[config.mk]
export PLATFORM = sky130hd
export DESIGN_NAME = minpool_9bit
export DESIGN_NICKNAME = d
export VERILOG_FILES = /design/src/rtl/minpool_9bit.sv
export SDC_FILE = /design/constraint.sdc
export NUM_CORES = 1
export LEC_CHECK = 0
export CAP_MARGIN = 25
export CORE_ASPECT_RATIO = 0.7
export CORE_MARGIN = 8
export CORE_UTILIZATION = 44
export DETAILED_ROUTE_END_ITERATION = 10
export PLACE_DENSITY = 0.79
export SYNTH_ARGS = -nofsm -noshare
export SYNTH_HDL_FRONTEND = slang
export SYNTH_SLANG_ARGS = --single-unit
[constraint.sdc]
create_clock -name clk -period 2.37 [get_ports clk]
set_input_delay 0.474 -clock clk [delete_from_list [all_inputs] [get_ports clk]]
set_output_delay 0.474 -clock clk [all_outputs]
set_load 0.01 [all_outputs]
[src/rtl/minpool_9bit.sv]
// minpool_9bit: streaming min-pooling stage for 9-bit sign-magnitude samples.
// Ports: clk, rst_n (sync, active-low); in_valid/in_ready/in_data/in_last
//   upstream handshake; out_valid/out_ready/out_data/out_count result port.
module minpool_9bit #(
  parameter int WINDOW = 4
) (
  input  logic       clk,
  input  logic       rst_n,
  input  logic       in_valid,
  output logic       in_ready,
  input  logic [8:0] in_data,
  input  logic       in_last,
  output logic       out_valid,
  input  logic       out_ready,
  output logic [8:0] out_data,
  output logic [4:0] out_count
);

  typedef enum logic {
    S_IDLE,
    S_ACCUM
  } state_t;

  state_t     r_state;
  state_t     w_nxt_state;
  logic [8:0] r_acc;
  logic [8:0] w_nxt_acc;
  logic [4:0] r_cnt;
  logic [4:0] w_nxt_cnt;
  logic [8:0] r_out_data;
  logic [8:0] w_nxt_out_data;
  logic [4:0] r_out_count;
  logic [4:0] w_nxt_out_count;
  logic       r_out_valid;
  logic       w_nxt_out_valid;

  logic       w_xfer_in;
  logic       w_xfer_out;
  logic [8:0] w_min;
  logic [8:0] w_m;
  logic [4:0] w_n;
  logic       w_close;

  // Sign-magnitude ordering: any negative (incl. -0) beats any positive;
  // among negatives the larger magnitude is smaller.
  function automatic logic [8:0] sm_min(
    input logic [8:0] a,
    input logic [8:0] b
  );
    logic [8:0] r;
    if (a[8] != b[8])
      r = a[8] ? a : b;
    else if (a[8])
      r = (a[7:0] >= b[7:0]) ? a : b;
    else
      r = (a[7:0] <= b[7:0]) ? a : b;
    return r;
  endfunction

  assign in_ready   = !r_out_valid || out_ready;
  assign w_xfer_in  = in_valid && in_ready;
  assign w_xfer_out = r_out_valid && out_ready;
  assign w_min      = sm_min(r_acc, in_data);
  assign w_m        = (r_state == S_IDLE) ? in_data : w_min;
  assign w_n        = r_cnt + 5'd1;
  assign w_close    = in_last || (w_n == 5'(WINDOW));

  always_comb begin
    w_nxt_state     = r_state;
    w_nxt_acc       = r_acc;
    w_nxt_cnt       = r_cnt;
    w_nxt_out_data  = r_out_data;
    w_nxt_out_count = r_out_count;
    w_nxt_out_valid = r_out_valid;
    if (w_xfer_out)
      w_nxt_out_valid = 1'b0;
    // A completing window overrides the consume above: no bubble.
    if (w_xfer_in) begin
      if (w_close) begin
        w_nxt_out_data  = w_m;
        w_nxt_out_count = w_n;
        w_nxt_out_valid = 1'b1;
        w_nxt_cnt       = 5'd0;
        w_nxt_state     = S_IDLE;
      end else begin
        w_nxt_acc   = w_m;
        w_nxt_cnt   = w_n;
        w_nxt_state = S_ACCUM;
      end
    end
  end

  always_ff @(posedge clk) begin
    if (!rst_n) begin
      r_state     <= S_IDLE;
      r_acc       <= 9'h000;
      r_cnt       <= 5'd0;
      r_out_data  <= 9'h000;
      r_out_count <= 5'd0;
      r_out_valid <= 1'b0;
    end else begin
      r_state     <= w_nxt_state;
      r_acc       <= w_nxt_acc;
      r_cnt       <= w_nxt_cnt;
      r_out_data  <= w_nxt_out_data;
      r_out_count <= w_nxt_out_count;
      r_out_valid <= w_nxt_out_valid;
    end
  end

  assign out_valid = r_out_valid;
  assign out_data  = r_out_data;
  assign out_count = r_out_count;

endmodule

==> results of run 1 <==
==> what timing repair did <==
| action | in CTS | in global routing |
|---|---|---|
| cloned | 0 | 0 |
| gates resized for setup | 25 | 11 |
| setup buffers | 3 | 0 |
| pin swaps | 10 | 4 |
| endpoints found under the setup margin | 16 | 16 |
| hold buffers | 0 | 0 |
==> power by group through the flow <==
stage	Sequential (W)	Combinational [W]	Clock (W)
floorplan	0.000570	0.000144	0
detailed placement	0.000566	0.000290	0
global route	0.000561	0.000368	0.000548
global placement	0.000565	0.000285	0
CTS	0.000557	0.000322	0.000516
finish	0.000558	0.000341	0.000516
==> how the worst max path moves through the flow <==
stage	end	slack (ps)
floorplan	r_acc[0]	70
global placement	r_acc[0]	-560
detailed placement	r_acc[0]	-710
CTS	out_data[4]	4
global route	out_data[0]	0.6
finish	out_data[7]	90
==> metal layers <==
| metal | GRT usage [%] | routed length (um) |
|---|---|---|
| met5 | 0 | 0 |
| met4 | 7.51 | 78 |
| met3 | 5.62 | 346 |
| met2 | 24.6 | 2190 |
| met1 | 20.6 | 2420 |
==> Yosys cell counts, types with 2 or more instances <==
library cell	number
a211oi_1	11
a21oi_1	15
a221o_1	2
a22o_1	7
a31oi_1	2
and2_1	3
and4_1	2
buf_2	3
clkbuf_1	4
dfxtp_1	30
ha_1	11
inv_1	14
mux2_2	4
nand2_1	9
nand2b_1	3
nand3_1	3
nand4_1	2
nor2_1	11
nor2b_1	2
nor3_1	3
o21a_1	2
o21ai_0	13
o2bb2ai_1	15
==> cells in the final DEF (no fill, tap or decap), drive strengths merged, types with 11 or more instances in the layout <==
| cell | n |
|---|---|
| nor2 | 12 |
| a21oi | 16 |
| ha | 11 |
| dfxtp | 30 |
| clkdlybuf4s50 | 23 |
| inv | 14 |
| buf | 33 |
| o2bb2ai | 15 |
| a211oi | 11 |
| o21ai | 14 |
==> kinds of logic after synthesis <==
kind of cell	synth area share [%]
buffers and inverters	5.55
multiplexers	3.98
adder cells (fa/ha/maj)	7.82
AO/OA/AOI/OAI	30.8
flip-flops	34.1
XOR/XNOR	0.996
AND/OR/NAND/NOR	16.7
==> layout make-up <==
type	instances	area (sq um)	area share [%]
inverters	15	56.3	2.16
multi-input cells	142	1230	47.0
flip-flops and latches	30	601	23.0
well taps	52	65.1	2.49
clock buffers	5	68.8	2.64
clock inverters	3	40.0	1.53
repair buffers	62	554	21.2
==> tightest hold or removal path: cells and delay by family, from the launching register on <==
family          cells  cell delay, ps
simple gates        1              60
compound gates      1              60
flops               1             320
==> stage by stage <==
stage	hold WS, ps	area (sq um)	setup WS, ps	setup TNS, ps	util (%)
global route	490	2610	0.595	0	67.4
finish	478	2610	91.7	0	67.4
global placement	449	2310	-564	-8410	59.6
CTS	480	2550	3.70	0	65.8
detailed placement	469	2310	-711	-9870	59.6
floorplan	475	1760	71.2	0	-
==> flip-flops by register name (all words and copies together) (netlist names) <==
name,count
out_count,5
r_cnt,5
out_data,9
r_acc,9
r_state,1
out_valid,1
==> flow_summary.json, run 1 <==
{
  "critPathKind": "in2reg",
  "slew_headroom_pct": 43.3,
  "syn_area_sq_mm": 0.00176,
  "worstRegToRegCells": 7,
  "start_kind": "input pin",
  "cpMostUsedCell": "inv_1",
  "whs_endpoint": "out_count[1]",
  "vdd.ir_drop.worst_mv": 0.379,
  "hold_path.startpoint": "out_count[1]",
  "hold_violations": 0,
  "cts_buffer_depth": 2,
  "status": "complete, no violations",
  "comb_power_share_pct": 24.1,
  "dp_cells": 298,
  "drt_iter0_markers": 87,
  "ys_types": 47,
  "place.gp.congestion": 0.852,
  "end_kind": "flop",
  "cts_made_buffers": 5,
  "clk_pin_slew_worst_paths_ps": 70,
  "post_drt_wl_per_cell_um": 16.3,
  "synth_edf_count": 0,
  "io_pins": 30,
  "worstSetupStartpoint": "in_data[8]",
  "dieHeight_um": 68.9,
  "yosys_most_used_dff": "dfxtp_1",
  "coreArea_sq_mm": 0.00387,
  "finalPower_w": 0.00141,
  "seqPwrFrac_pct": 39.5,
  "max_freq_mhz": 439,
  "drc": 0,
  "crit_required_ps": 2590,
  "crit_buf_inv": 3,
  "drt-total-wl_mm": 5.03,
  "cts_num_sinks": 30,
  "avgSynthCellArea_sq_um": 9.02,
  "antenna_cells": 0,
  "cts_tree": "done",
  "whs_path_depth": 2,
  "post-dp-hpwl_mm": 3.65,
  "synthArstFlopShare_pct": 0,
  "netlist_instances": 195,
  "crit_family": "simple AND/OR/NAND/NOR gates",
  "yosys.area.top_type_share_pct": 34.1,
  "period_minus_slack_ps": 2280,
  "antenna_found_initial": 0,
  "htreeDepth": 2,
  "fin_nets": 281,
  "drive_gt1_share_pct": 29.2,
  "grt_overflow_total": 0,
  "syn-num-nets": 220,
  "final_cells": 309,
  "p_sw_share_pct": 27.9,
  "row_count": 19,
  "power.share.clock_pct": 36.4,
  "hp-class": "reg2reg",
  "yosys_register_bits": 30,
  "die_area_sq_mm": 0.00631,
  "die_w_um": 91.6,
  "synth_top_cells_by_area": "dfxtp_1 (34%), ha_1 (7.8%), o2bb2ai_1 (7.5%)",
  "grt_usage_pct": 16.2,
  "portBuffers": 29,
  "setup-violations-final": 0,
  "grt_first_pass_wirelength_mm": 8.01,
  "fill_cells": 315,
  "critical_path.max_fanout": 6,
  "dr.pass1.iters": 4,
  "grt_max_degree": 18,
  "cts_root_buffer": "clkbuf_8",
  "drv_slew": 0,
  "powerDensity_mw_per_mm2": 542,
  "area_growth_pct": 48.4,
  "ff2ff_setup_slack_ps": 120,
  "p_leak_nw": 1.03,
  "cpMaxStageDelayCell": "nor3_1",
  "fin_crit_sh_pct": 96.1,
  "cp_cell_sequence": "clkdlybuf4s50_1, inv_1, ha_1, inv_1, nor3_1, a22o_1, a211oi_1, o2bb2ai_1",
  "rsz0062_at_grt": "no",
  "r2r_start": "r_cnt[1]",
  "p_switching_w": 0.000395,
  "postRouteAntennaNets": 0,
  "skew_ps": 7.92,
  "p_int_w": 0.00102,
  "yosysTopAreaCell": "dfxtp_1",
  "grt_pass1_vias": 1633,
  "worst_r2r_endpoint": "r_acc[2]",
  "slowest_delay_ps": 660,
  "crit_cells": 8,
  "cp.arrival_ps": 2500,
  "num_vias": 1701,
  "drv_cap": 0,
  "vias_per_cell": 5.50,
  "insertion_delay_ps": 290,
  "seq_area_frac_synth_pct": 34.1,
  "start_util_pct": 45.4,
  "tightest_slew_ps": 844,
  "yosysWarnings": 0
}
No activity file was read; power rests on OpenSTA's default activity.
==> run 2: changes to the inputs <==
- ABC_AREA: unset -> 1
- CORE_UTILIZATION: 44 -> 45
- PLACE_DENSITY: 0.79 -> 0.8
==> run 2 against run 1 <==
Net effect: register-to-register slack better by 100 ps; hold slack worse by 27 ps; sequential power about the same; sequential cell count stayed put; combinational power grew 2%; count of clock-buffer cells in the layout rose by 2; wire length increased by 3.2%; cell area down 2.9%; largest cell class unchanged.
==> flow_summary.json, run 2 <==
{
  "clk_pin_slew_worst_paths_ps": 60,
  "drc": 0,
  "antenna_cells": 0,
  "critical_path.max_fanout": 15,
  "cts_hold_buf": 0,
  "crit_required_ps": 2580,
  "antenna_found_initial": 0,
  "grt_max_degree": 23,
  "ys_types": 25,
  "hold_violations": 0,
  "row_count": 19,
  "vias_per_cell": 5.35,
  "whs_ps": 451,
  "skew_ps": 1.15,
  "synth-xor-area-share_pct": 1.41,
  "yosysTopAreaCell": "dfxtp_1",
  "io_pins": 30,
  "synth_top_family_by_area": "simple AND/OR/NAND/NOR gates",
  "netlist_instances": 280,
  "pre_cts_slack_ps": -177,
  "yosys_most_used_dff": "dfxtp_1",
  "yosys_register_bits": 30,
  "powerDensity_mw_per_mm2": 522,
  "coreArea_sq_mm": 0.00395,
  "num_vias": 2061,
  "post-dp-hpwl_mm": 3.75,
  "dr.pass1.iters": 4,
  "setup-violations-final": 0,
  "portBuffers": 29,
  "grt_usage_pct": 16.2,
  "area_growth_pct": 35.7,
  "grt_pass1_vias": 1989,
  "avgSynthCellArea_sq_um": 6.68,
  "drive_gt1_share_pct": 16.8,
  "slew_headroom_pct": 67.7,
  "insertion_delay_ps": 280,
  "finalPower_w": 0.00132,
  "end_kind": "flop",
  "postRouteAntennaNets": 0,
  "cpMostUsedCell": "nand2_1",
  "tightest_slew_ps": 484,
  "syn-num-nets": 305,
  "syn_area_sq_mm": 0.00187,
  "synth_edf_count": 0,
  "drv_cap": 0,
  "cp.arrival_ps": 2490,
  "final_cells": 385,
  "drt-total-wl_mm": 5.19,
  "synth-simple-area-share_pct": 34.9,
  "yosys.area.top_type_share_pct": 32.1,
  "grt_overflow_total": 0,
  "final_area_sq_mm": 0.00254,
  "drt_iter0_markers": 166,
  "synth_top_cells_by_area": "dfxtp_1 (32%), nand2_1 (17%), nand3_1 (9.6%)",
  "finalWorstSetupSlack_ps": 95.0,
  "cts_buffer_depth": 2,
  "htreeDepth": 2,
  "max_freq_mhz": 440,
  "vdd.ir_drop.worst_mv": 0.468,
  "cp_cell_sequence": "clkdlybuf4s50_1, inv_1, ha_4, nand2_2, nor2_2, nand2_2, buf_12, nand2_8, nand2_1, nand3_1, nand3_1, nand2_1, nand2_1, o21ai_2",
  "fin_nets": 357,
  "grt_first_pass_wirelength_mm": 8.90,
  "post_drt_wl_per_cell_um": 13.5,
  "critPathKind": "in2reg",
  "yosysMostFrequentCell": "nand2_1",
  "synthMuxAreaShare_pct": 0,
  "fin_crit_sh_pct": 96.0,
  "synth_compound_area_share_pct": 15.9,
  "dieHeight_um": 69.9,
  "period_minus_slack_ps": 2280,
  "seq_area_frac_synth_pct": 32.1,
  "fill_cells": 372,
  "synth_common_cells": "nand2_1 (84), nand3_1 (36), dfxtp_1 (30), a21oi_1 (26), inv_1 (23)",
  "slowest_delay_ps": 480,
  "dp_cells": 375,
  "hp-class": "reg2reg",
  "p_leak_nw": 1.17,
  "layout_commonest_cell": "nand2_1",
  "die_w_um": 93.0,
  "cts_root_buffer": "clkbuf_8",
  "place.gp.congestion": 0.864,
  "synthArstFlopShare_pct": 0,
  "final_cell_mix": "nand2_1 (81), nand3_1 (36), dfxtp_1 (30)",
  "status": "complete, no violations",
  "die_area_sq_mm": 0.00651,
  "cts_tree": "done",
  "synthAdderAreaFrac_pct": 7.36,
  "drv_slew": 0,
  "yosysWarnings": 0,
  "start_kind": "input pin",
  "cts_made_buffers": 5,
  "cts_num_sinks": 30,
  "cpMaxStageDelayCell": "clkdlybuf4s50_1",
  "start_util_pct": 47.4,
  "placed_cell_area_sq_mm": 0.00236
}
==> run 2: repair_timing <==
action | CTS | global route
setup buffers | 0 | 1
endpoints found under the setup margin | 0 | 16
gates resized for setup | 0 | 16
==> run 2: cell type report <==
class	count	area (sq um)	area share, %
timing repair buffer	55	507	20.0
inverter	24	90.1	3.55
sequential	30	601	23.7
clock inverter	1	5.00	0.197
multi-input combinational	216	1180	46.6
tap	52	65.1	2.57
clock buffer	7	86.3	3.40
==> run 2: per-layer routing <==
| layer | GRT usage, % | up-vias | routed length (um) |
|---|---|---|---|
| met1 | 21.1 | 924 | 2370 |
| met3 | 4.59 | 7 | 434 |
| met4 | 5.34 | 0 | 42 |
| met5 | 0 | - | 0 |
| li1 | - | 1040 | - |
| met2 | 25.0 | 90 | 2350 |
==> run 2: worst paths after layout <==
check          startpoint      endpoint  slack (ps)  cells after the start
min reg2reg  out_count[2]  out_count[2]         450                      2
max            in_data[7]   out_data[1]          90                     14
min          out_count[2]  out_count[2]         450                      2
max reg2reg      r_cnt[0]   out_data[0]         220                      9
==> run 2: per-stage QoR <==
stage          util [%]  TNS, ps
6_report           64.3        0
5_1_grt            64.3     -172
4_1_cts            62.1        0
3_5_place_dp       59.8    -2420
3_3_place_gp       59.8    -1730
2_1_floorplan         -        0
==> run 2: kinds of logic after synthesis <==
group | after synthesis
buffers and inverters | 35
AO/OA/AOI/OAI | 58
XOR/XNOR | 3
flip-flops | 30
AND/OR/NAND/NOR | 143
adder cells (fa/ha/maj) | 11
==> run 2: power by group <==
part | internal (W) | leakage, nW | switching, W | total, W
clock | 0.000234 | 0.0482 | 0.000185 | 0.000419
sequential | 0.000532 | 0.246 | 0.0000259 | 0.000558
combinational | 0.000153 | 0.875 | 0.000196 | 0.000349
total | 0.000918 | 1.17 | 0.000407 | 0.00132
==> run 2: worst max-delay path, delay by kind of cell <==
kind,cells,cell delay [ps]
compound gates,1,130
simple gates,9,850
fa+ha+maj,1,270
buf+inv,3,740
==> run 3: changes to the inputs <==
- CORE_ASPECT_RATIO: 0.7 -> unset
==> run 3 against run 2 <==
Net effect: first-iteration DRC count decreased by 13%; fmax up 1.7%; global-route usage grew 0.15 points; combinational power rose by 3%; non-clock buffer count up 1; sequential power is essentially flat; final cell count is 0.52% lower; utilization is 0.051 points lower; largest power group unchanged.
==> flow_summary.json, run 3 (synthesized netlist as in run 2, its figures left out) <==
{
  "end_kind": "flop",
  "drc": 0,
  "vdd.ir_drop.worst_mv": 0.357,
  "die_area_sq_mm": 0.00647,
  "fin_crit_sh_pct": 94.4,
  "vias_per_cell": 5.40,
  "dr.pass1.iters": 4,
  "crit_family": "simple AND/OR/NAND/NOR gates",
  "cts_made_buffers": 5,
  "pre_cts_slack_ps": -160,
  "setup-violations-final": 0,
  "drt_iter0_markers": 145,
  "portBuffers": 29,
  "post-dp-hpwl_mm": 3.73,
  "grt_first_pass_wirelength_mm": 8.68,
  "postRouteAntennaNets": 0,
  "htreeDepth": 2,
  "status": "complete, no violations",
  "start_util_pct": 46.7,
  "cp_cell_sequence": "clkdlybuf4s50_1, inv_1, ha_4, nand2_1, nor2_4, nand2_2, buf_12, nand2_4, nand2_1, nand3_1, nand3_1, nand2_1, nand2_2, o21ai_2",
  "num_vias": 2067,
  "insertion_delay_ps": 280,
  "place.gp.congestion": 0.904,
  "drv_slew": 0,
  "cp.arrival_ps": 2450,
  "drv_cap": 0,
  "crit_required_ps": 2590,
  "cts_root_buffer": "clkbuf_8",
  "crit_buf_inv": 3,
  "grt_usage_pct": 16.4,
  "drt-total-wl_mm": 5.19,
  "cts_tree": "done",
  "tightest_slew_ps": 483,
  "slew_headroom_pct": 67.7,
  "cts_buffer_depth": 2,
  "clk_pin_slew_worst_paths_ps": 70,
  "drive_gt1_share_pct": 19.2,
  "grt_overflow_total": 0,
  "cpMostUsedCell": "nand2_1",
  "critical_path.max_fanout": 15,
  "max_freq_mhz": 447,
  "final_cell_mix": "nand2_1 (77), nand3_1 (35), dfxtp_1 (30)",
  "cpMaxStageDelayCell": "clkdlybuf4s50_1",
  "start_kind": "input pin",
  "cts_num_sinks": 30,
  "io_pins": 30,
  "hold_violations": 0,
  "coreArea_sq_mm": 0.00400,
  "whs_ps": 450,
  "hp-class": "reg2reg",
  "dieHeight_um": 80.5,
  "die_w_um": 80.5,
  "fin_nets": 357,
  "post_drt_wl_per_cell_um": 13.5,
  "slowest_delay_ps": 490,
  "antenna_cells": 0,
  "grt_pass1_vias": 1965,
  "finalWorstSetupSlack_ps": 133,
  "grt_max_degree": 23,
  "skew_ps": 6.17,
  "p_leak_nw": 1.15,
  "post-route-util_pct": 64.2,
  "period_minus_slack_ps": 2240,
  "area_growth_pct": 37.4,
  "row_count": 23,
  "powerDensity_mw_per_mm2": 522,
  "antenna_found_initial": 0,
  "critPathKind": "in2reg",
  "layout_commonest_cell": "nand2_1"
}
-- run 3: final cells by class --
cell class	count	area (sq um)
flip-flops and latches	30	601
clock inverters	1	5.00
repair buffers	56	509
well taps	50	62.6
multi-input cells	215	1210
inverters	24	90.1
fillers	349	1430
clock buffers	7	86.3
-- run 3: where the power goes --
| part | switching, W | total [W] | internal, W | leakage [nW] |
|---|---|---|---|---|
| registers | 0.0000283 | 0.000560 | 0.000532 | 0.246 |
| clock network | 0.000185 | 0.000419 | 0.000234 | 0.0482 |
| logic | 0.000200 | 0.000361 | 0.000161 | 0.856 |
| total | 0.000413 | 0.00134 | 0.000926 | 1.15 |
-- run 3: worst register-to-register path: cells and delay by family (launching register included) --
| family | cells | cell delay (ps) |
|---|---|---|
| AND/OR/NAND/NOR | 8 | 830 |
| AO/OA/AOI/OAI | 2 | 120 |
| buffers and inverters | 1 | 140 |
| flip-flops | 1 | 460 |
| adder cells (fa/ha/maj) | 1 | 290 |
-- run 3: path summary, 6_finish.rpt --
check	start	endpoint	slack [ps]	cells after the start
max	in_data[5]	out_data[1]	130	14
min	out_count[2]	out_count[2]	450	2
max reg2reg	r_acc[6]	out_data[7]	410	12
min reg2reg	out_count[2]	out_count[2]	450	2
-- run 3: repair_timing --
item,4_1_cts,5_1_grt
gates resized for setup,0,24
hold buffers,0,0
setup buffers,0,3
setup endpoints to repair,0,15
-- run 3: metal layers --
layer | up-vias | track usage [%] | part of all wire (%)
met2 | 85 | 27.2 | 48
met1 | 932 | 19.9 | 44
li1 | 1040 | - | -
met4 | 0 | 5.45 | 1.5
met3 | 10 | 4.13 | 6.2
met5 | - | 0 | 0
-- run 3: metrics by stage --
step	total power (W)	instances	cell area, sq um	setup TNS, ps
after floorplan	0.000760	280	1870	0
after global placement	0.000879	372	2350	-1320
after global routing	0.00141	383	2570	-22.0
final	0.00134	383	2570	0
after CTS	0.00130	380	2440	0
after detailed placement	0.000888	372	2350	-2140
